### config.mk
export PLATFORM = sky130hd
export DESIGN_NAME = axi_txn_sequencer
export DESIGN_NICKNAME = d
export VERILOG_FILES = /design/src/rtl/axi_seq_pkg.sv /design/src/rtl/axi_seq_timer.sv /design/src/rtl/axi_txn_sequencer.sv
export SDC_FILE = /design/constraint.sdc
export NUM_CORES = 1
export LEC_CHECK = 0
export CORE_MARGIN = 1
export CORE_UTILIZATION = 40
export DETAILED_ROUTE_END_ITERATION = 10
export DONT_BUFFER_PORTS = 1
export MAX_ROUTING_LAYER = met4
export SLEW_MARGIN = 20
export SYNTH_ARGS = -nofsm -noshare
export SYNTH_HDL_FRONTEND = slang
export SYNTH_HIERARCHICAL = 1
export SYNTH_SLANG_ARGS = --single-unit
export TNS_END_PERCENT = 5
### constraint.sdc
create_clock -name clk -period 4.76 [get_ports clk]
set_input_delay 0.238 -clock clk [delete_from_list [all_inputs] [get_ports clk]]
set_output_delay 0.238 -clock clk [all_outputs]
set_load 0.01 [all_outputs]
### src/rtl/axi_seq_pkg.sv
// Shared types and default constants for the AXI transaction sequencer.
package axi_seq_pkg;

  typedef enum logic [2:0] {
    StIdle,
    StGapW,
    StWrPulse,
    StWrWait,
    StGapR,
    StRdPulse,
    StRdWait,
    StDone
  } axi_seq_state_e;

  localparam int unsigned AXI_SEQ_GAP_DEFAULT     = 16;
  localparam int unsigned AXI_SEQ_TIMEOUT_DEFAULT = 1024;

endpackage

### src/rtl/axi_seq_timer.sv
// Loadable down-counter with a zero flag; holds at zero until reloaded.
module axi_seq_timer #(
  parameter int unsigned WIDTH = 8
) (
  input  logic             clk,
  input  logic             reset,
  input  logic             load,
  input  logic             en,
  input  logic [WIDTH-1:0] load_val,
  output logic             zero
);

  logic [WIDTH-1:0] count;

  always_ff @(posedge clk) begin
    if (!reset) begin
      count <= '0;
    end else if (load) begin
      count <= load_val;
    end else if (en && !zero) begin
      count <= count - 1'b1;
    end
  end

  assign zero = (count == '0);

endmodule

### src/rtl/axi_txn_sequencer.sv
// Write-then-read stimulus sequencer driving axi_verif_top start pulses.
// Optional wait-state watchdog enabled by defining AXI_SEQ_TIMEOUT_EN.
module axi_txn_sequencer
  import axi_seq_pkg::*;
#(
  parameter int unsigned ITER_W         = 8,
  parameter int unsigned GAP_CYCLES     = AXI_SEQ_GAP_DEFAULT,
  parameter int unsigned TIMEOUT_CYCLES = AXI_SEQ_TIMEOUT_DEFAULT
) (
  input  logic              clk,
  input  logic              reset,
  input  logic              start,
  input  logic [ITER_W-1:0] num_iters,
  input  logic              write_done,
  input  logic              read_done,
  input  logic              read_error,
  output logic              start_write_txn,
  output logic              start_read_txn,
  output logic              busy,
  output logic              done,
  output logic              pass,
  output logic [ITER_W-1:0] iter_count,
  output logic [ITER_W-1:0] error_count,
  output logic              timeout
);

  localparam int unsigned GapW = $clog2(GAP_CYCLES) + 1;

  axi_seq_state_e    state;
  logic [ITER_W-1:0] num_iters_q;
  logic [ITER_W-1:0] iter_next;
  logic [ITER_W-1:0] err_sat;
  logic [ITER_W-1:0] err_final;
  logic              in_gap;
  logic              gap_zero;
  logic              wd_expired;
  logic              timeout_q;

  assign in_gap    = (state == StGapW) || (state == StGapR);
  assign iter_next = iter_count + 1'b1;
  assign err_sat   = (error_count == '1) ? error_count : error_count + 1'b1;
  assign err_final = read_error ? err_sat : error_count;

  // Reloads whenever outside a gap state, so the count is ready on entry.
  axi_seq_timer #(
    .WIDTH(GapW)
  ) u_gap_timer (
    .clk     (clk),
    .reset   (reset),
    .load    (!in_gap),
    .en      (in_gap),
    .load_val(GapW'(GAP_CYCLES - 1)),
    .zero    (gap_zero)
  );

`ifdef AXI_SEQ_TIMEOUT_EN
  localparam int unsigned TimW = $clog2(TIMEOUT_CYCLES) + 1;

  logic in_wait;
  logic wd_zero;

  assign in_wait = (state == StWrWait) || (state == StRdWait);

  axi_seq_timer #(
    .WIDTH(TimW)
  ) u_wd_timer (
    .clk     (clk),
    .reset   (reset),
    .load    (!in_wait),
    .en      (in_wait),
    .load_val(TimW'(TIMEOUT_CYCLES - 1)),
    .zero    (wd_zero)
  );

  assign wd_expired = wd_zero;
  assign timeout    = timeout_q;
`else
  assign wd_expired = 1'b0;
  assign timeout    = 1'b0;
`endif

  always_ff @(posedge clk) begin
    if (!reset) begin
      state           <= StIdle;
      num_iters_q     <= '0;
      start_write_txn <= 1'b0;
      start_read_txn  <= 1'b0;
      busy            <= 1'b0;
      done            <= 1'b0;
      pass            <= 1'b0;
      iter_count      <= '0;
      error_count     <= '0;
      timeout_q       <= 1'b0;
    end else begin
      start_write_txn <= 1'b0;
      start_read_txn  <= 1'b0;
      done            <= 1'b0;
      unique case (state)
        StIdle: begin
          if (start) begin
            busy        <= 1'b1;
            iter_count  <= '0;
            error_count <= '0;
            timeout_q   <= 1'b0;
            pass        <= 1'b0;
            if (num_iters == '0) begin
              state <= StDone;
              done  <= 1'b1;
              pass  <= 1'b1;
            end else begin
              num_iters_q <= num_iters;
              state       <= StGapW;
            end
          end
        end
        StGapW: begin
          if (gap_zero) begin
            state           <= StWrPulse;
            start_write_txn <= 1'b1;
          end
        end
        StWrPulse: state <= StWrWait;
        StWrWait: begin
          if (write_done) begin
            state <= StGapR;
          end else if (wd_expired) begin
            timeout_q   <= 1'b1;
            error_count <= err_sat;
            pass        <= 1'b0;
            done        <= 1'b1;
            state       <= StDone;
          end
        end
        StGapR: begin
          if (gap_zero) begin
            state          <= StRdPulse;
            start_read_txn <= 1'b1;
          end
        end
        StRdPulse: state <= StRdWait;
        StRdWait: begin
          if (read_done) begin
            iter_count  <= iter_next;
            error_count <= err_final;
            if (iter_next == num_iters_q) begin
              state <= StDone;
              done  <= 1'b1;
              pass  <= (err_final == '0);
            end else begin
              state <= StGapW;
            end
          end else if (wd_expired) begin
            timeout_q   <= 1'b1;
            error_count <= err_sat;
            pass        <= 1'b0;
            done        <= 1'b1;
            state       <= StDone;
          end
        end
        StDone: begin
          busy  <= 1'b0;
          state <= StIdle;
        end
        default: state <= StIdle;
      endcase
    end
  end

endmodule

== Word-level counts from Yosys, hierarchy flattened ==
Cells that the tools add are included.

* Equal/unequal tests: 16
* Mux-type cells: 29
* Add/subtract/negate cells: 3
* Bitwise gates (word level): 1
* Reduce and logical (&&, ||, !) cells: 17

{| class="wikitable"
|+ Operators by type and width
! cell !! number
|-
| $mux W8 || 5
|-
| $pmux W8 S2 || 2
|-
| $pmux W3 S8 || 1
|-
| $mux W3 || 7
|-
| $add A8 B1 Y8 const B || 2
|-
| $logic_not A8 Y1 || 2
|-
| $eq A3 B3 Y1 const B || 4
|-
| $ne A2 B2 Y1 const B || 5
|-
| $mux W1 || 9
|-
| $eq A8 B8 Y1 || 1
|-
| $eq A8 B8 Y1 const B || 1
|-
| $mux W4 || 2
|-
| $reduce_and A2 Y1 || 4
|-
| $eq A3 B2 Y1 const B || 2
|-
| $pmux W1 S2 || 3
|-
| $reduce_and A3 Y1 || 2
|-
| $logic_not A5 Y1 || 1
|-
| $reduce_and A5 Y1 || 1
|-
| $sub A5 B1 Y5 const B || 1
|-
| $ne A2 B1 Y1 const B || 2
|-
| $reduce_and A4 Y1 || 1
|-
| $reduce_bool A2 Y1 || 2
|-
| $eq A3 B1 Y1 const B || 1
|-
| $logic_not A3 Y1 || 1
|-
| other kinds (4) || 4
|}

* Input bits: 14
* Bits in registers: 37
* Output and inout bits: 22
* Word-level logic and storage cells: 77

== Longest topological paths before layout ==
* Word-level depth: 7
* Gate-level depth with buffers: 10
* Mapped depth without buffers: 10

== By module ==
Netlist, hierarchy kept.

{| class="wikitable"
|+ By module, submodules not included
! module !! times used !! seq. area each (um^2) !! cells an instance !! area each (um^2)
|-
| axi_txn_sequencer || 1 || 640.6 || 258 || 2038.2
|-
| axi_seq_timer || 1 || 100.1 || 37 || 299.0
|}

== Worst setup path after synthesis ==
OpenSTA, ideal clock, no wires.

* Path kind: flip-flop to flip-flop
* Start: register iter_count[0]
* End: register pass
* Stages on the path, launching flop included: 8
* Period minus slack after synthesis: 2.029 ns
* Setup time: 0.116 ns
* Path buffers: 0
* Data arrival time: 1.913 ns
* Required time: 4.644 ns
* Setup slack: 2.731 ns
* Cell sequence: dfxtp_1 > ha_1 > or3b_2 > nand3_1 > a31oi_1 > a2111oi_4 > a21oi_1 > o211a_1

* Longest elaborated chain between the ends: 4

{| class="wikitable"
|+ RTL lines
! element !! RTL line !! text
|-
| start, declared || axi_txn_sequencer.sv:22 || <nowiki>output logic [ITER_W-1:0] iter_count,</nowiki>
|-
| start signal, assigned || axi_txn_sequencer.sv:143 || <nowiki>iter_count <= iter_next;</nowiki>
|-
| $add A8 B1 Y8 || axi_txn_sequencer.sv:40 || <nowiki>assign iter_next = iter_count + 1'b1;</nowiki>
|-
| $eq A8 B8 Y1 || axi_txn_sequencer.sv:145 || <nowiki>if (iter_next == num_iters_q) begin</nowiki>
|-
| $ne A2 B2 Y1 (no line) || n/a ||
|-
| $reduce_and A4 Y1 (no line) || n/a ||
|-
| end signal, assigned || axi_txn_sequencer.sv:148 || <nowiki>pass <= (err_final == '0);</nowiki>
|-
| end, declared || axi_txn_sequencer.sv:21 || <nowiki>output logic pass,</nowiki>
|}

No other way between the ends.
A chain may end at the register's enable or synchronous reset.

== Worst setup path after layout ==
Same ends and word-level chain as after synthesis.

==> flow_summary.toml <==
[pwr]
power.clock.fraction_pct = 27.4
leakagePower_nw = 0.847
worst_ir_drop_vdd_mv = 0.175
power_frac_comb_pct = 24.7
cellPowerDensity_nw_per_um2 = 329
power_frac_seq_pct = 47.9
p_int_w = 0.000521
power_switching_share_pct = 33.9
p_sw_w = 0.000267

[sta]
worstMarginPinSlew_ps = 769
setup_skew_after_layout_ps = 10.2
rsz0062_at_grt = "no"
finalSetupTns_ps = 0
slew-limit-headroom_pct = 48.7
period_share_pct = 52.3
max_clock_freq_mhz = 402
fin_worst_setup_slack_ps = 2270
final-hold-violation-count = 0
maxSlewViolCount = 0
final-setup-viol-count = 0
period_minus_slack_ps = 2490

[final_layout]
antenna_cells = 0
layout.nets = 302
fin_cells = 358
final_cell_area_excluding_filler_cells_um2 = 2400
layout-drive-gt1-share_pct = 8.39
num-fill-cells = 596
synthToLayoutAreaGrowth_pct = 2.57

[place]
buffer_ports.inserted = 0
placed_cells = 350
gp_congestion = 0.786
placedInstanceArea_um2 = 2310
preCtsSetupSlack_ps = 2290
hpwlAfterDp_mm = 3.78

[cts]
clock_path_buffers = 2
numClockSinks = 37
cts.reportedPaths.clkPinSlew_ps = 80
cts-hold-fix-buffers = 0
cts.repair.resized = 0
clock_tree.root_cell = "sky130_fd_sc_hd__clkbuf_8"
cts_bufs_inserted = 5
h_tree_levels = 2
post_cts_buffers = 0
clock_tree_from_tritoncts = "built"
worstSkewPairLatency_ps = 290

[synth]
share_of_flip_flops_with_an_asynchronous_set_or_reset_pct = 0
synth_compound_gate_area_share_pct = 23.9
synth_seq_cells = 37
synth.avg_cell_area_um2 = 7.92
muxShareOfSynthArea_pct = 4.76
post_synth_top_area_cell = "sky130_fd_sc_hd__dfxtp_1"
syn_area_um2 = 2340
post-synth-top-area-fraction_pct = 31.7
synth_fa_ha_area_share_pct = 1.61
postSynthCellCount = 295
seq_area_frac_synth_pct = 31.7
synth_xor_area_share_pct = 3.75
synth_edf_count = 0
share_of_synthesized_cell_area_in_and_or_nand_and_nor_gates_pct = 26.6
synth_top_family_by_area = "simple AND/OR/NAND/NOR gates"
synth.distinct_cells = 62
dominantRegCellSynth = "sky130_fd_sc_hd__dfxtp_1"
post-synth-top-count-cell = "sky130_fd_sc_hd__dfxtp_1"
synth.top_cells.by_area = "sky130_fd_sc_hd__dfxtp_1 32%, sky130_fd_sc_hd__nor2_1 4.8%, sky130_fd_sc_hd__a21oi_1 4.3%"
yosys_warnings = 6
synth_common_cells = "37 x sky130_fd_sc_hd__dfxtp_1, 30 x sky130_fd_sc_hd__nor2_1, 25 x sky130_fd_sc_hd__nand2_1"

[critical_path]
path_cells = "ha_1 > or3b_2 > nand3_1 > a31oi_1 > a2111oi_4 > a21oi_1 > o211a_1"
cell_count_of_the_worst_reg_to_reg_path = 7
reg2reg_setup_slack_ps = 2270
timing.critical_path.slowest_cell_delay_ps = 520
crit_fanout = 11
r2r-end = "pass$_SDFFE_PN0P_"
crit_path_end_kind = "register"
category_of_the_worst_setup_path_launch_point = "register"
critical_path_class = "reg2reg"
worst_path_max_delay_cell = "sky130_fd_sc_hd__dfxtp_1"
r2r_start = "iter_count[0]$_SDFFE_PN0P_"
worst-endpoint-required_ps = 4940
arrival_time_reported_for_the_critical_path_endpoint_ps = 2670

[floorplan]
rows = 27
die_x_um = 78.4
initial_core_util_pct = 41.9
die_height_um = 78.4
io_pins = 36
placeableCoreArea_um2 = 5570
die_area_um2 = 6150

[routing]
drc = 0
route.final.wire_length_mm = 5.27
vias = 2012
first_iter_violations = 80
drt_pre_antenna_iters = 4
postRouteAntennaNets = 0
avgRoutedWirePerCell_um = 14.7
route.detailed.vias_per_inst = 5.62

[run]
drv.max_cap_violation_count = 0

[global_route]
largest_net_degree_at_the_start_of_global_routing = 24
number_of_global_route_vias_before_repair = 1827
grt_antenna_before_repair = 0
grt_usage_pct = 18.5
grt_first_pass_wirelength_mm = 8.87
overflow = 0

[hold_path]
hold_path_depth = 1
hold_path_class = "in2reg"
min_delay_worst_endpoint = "state[2]$_SDFFE_PN0P_"
hold_path.startpoint = "reset"

[run_status]
status = "finished, final reports clean"
[worst max-delay path: cells and delay by family (launching register included)]
| kind | cells | cell delay, ps |
|---|---|---|
| AO/OA/AOI/OAI | 4 | 840 |
| flip-flops | 1 | 520 |
| adder cells (fa/ha/maj) | 1 | 460 |
| AND/OR/NAND/NOR | 2 | 570 |
[layout by cell type, fill, tap and decap left out, drive strengths merged, types with 3 or more instances in the layout]
cell    netlist  final
a22oi         3      3
mux2i        10     10
nand4         6      6
nand2        25     25
a31oi         8      8
nor4          3      3
clkbuf       12      6
dfxtp        37     37
a21oi        20     20
a21o          3      3
xor2          4      4
nand2b        7      7
conb          2      6
nand3        11     11
o21ai        15     15
and2          4      4
xnor2         6      6
inv          11     11
nor2         32     32
clkinv        1      3
nor3         16     16
a211oi        6      6
ha            3      3
[layout make-up]
| type | instances | area [µm²] | area share [%] |
|---|---|---|---|
| clock inverters | 2 | 10.0 | 0.418 |
| multi-input cells | 229 | 1440 | 60.0 |
| flip-flops and latches | 37 | 741 | 30.9 |
| inverters | 12 | 46.3 | 1.93 |
| clock buffers | 6 | 72.6 | 3.03 |
| well taps | 72 | 90.1 | 3.76 |
[power by group through the flow]
stage | Clock [W] | Sequential [W] | Combinational [W]
after floorplan | 0 | 0.000364 | 0.000178
after global placement | 0 | 0.000383 | 0.000191
after detailed placement | 0 | 0.000385 | 0.000194
after CTS | 0.000222 | 0.000377 | 0.000194
after global routing | 0.000238 | 0.000383 | 0.000223
final | 0.000216 | 0.000377 | 0.000195
[routing by layer]
layer / vias up / track usage, % / share of wire (%)
met2: 49 / 29.9 / 47
met3: 2 / 4.19 / 4.7
met5: - / - / 0
met1: 915 / 23.5 / 48
met4: 0 / 3.89 / 0.47
li1: 1046 / - / -
[registers in the layout (all words and copies together) (netlist names)]
name / count
busy: 1
done: 1
error_count: 8
iter_count: 8
num_iters_q: 8
pass: 1
start_read_txn: 1
start_write_txn: 1
state: 3
u_gap_timer/count: 5
[metrics by stage]
step           total power [W]  hold WS, ps  util [%]
2_1_floorplan         0.000541          369         -
3_3_place_gp          0.000575          374      41.5
3_5_place_dp          0.000578          380      41.5
4_1_cts               0.000794         74.5      43.0
5_1_grt               0.000844         68.6      43.0
6_report              0.000788         80.6      43.0
[kinds of logic after synthesis]
kind of cell	after synthesis
AO/OA/AOI/OAI	79
XOR/XNOR	10
adder cells (fa/ha/maj)	3
buffers and inverters	33
flip-flops	37
multiplexers	11
other	2
AND/OR/NAND/NOR	120
[worst max-delay path by stage]
stage / start / end / slack (ps) / cells past startpoint
after floorplan: iter_count[0]$_SDFFE_PN0P_ / pass$_SDFFE_PN0P_ / 2730 / 7
after global placement: iter_count[0]$_SDFFE_PN0P_ / pass$_SDFFE_PN0P_ / 2350 / 7
after detailed placement: iter_count[0]$_SDFFE_PN0P_ / pass$_SDFFE_PN0P_ / 2290 / 7
after CTS: iter_count[0]$_SDFFE_PN0P_ / pass$_SDFFE_PN0P_ / 2280 / 7
after global routing: iter_count[0]$_SDFFE_PN0P_ / pass$_SDFFE_PN0P_ / 2100 / 7
final: iter_count[0]$_SDFFE_PN0P_ / pass$_SDFFE_PN0P_ / 2270 / 7
No activity file was read; power rests on OpenSTA's default activity.
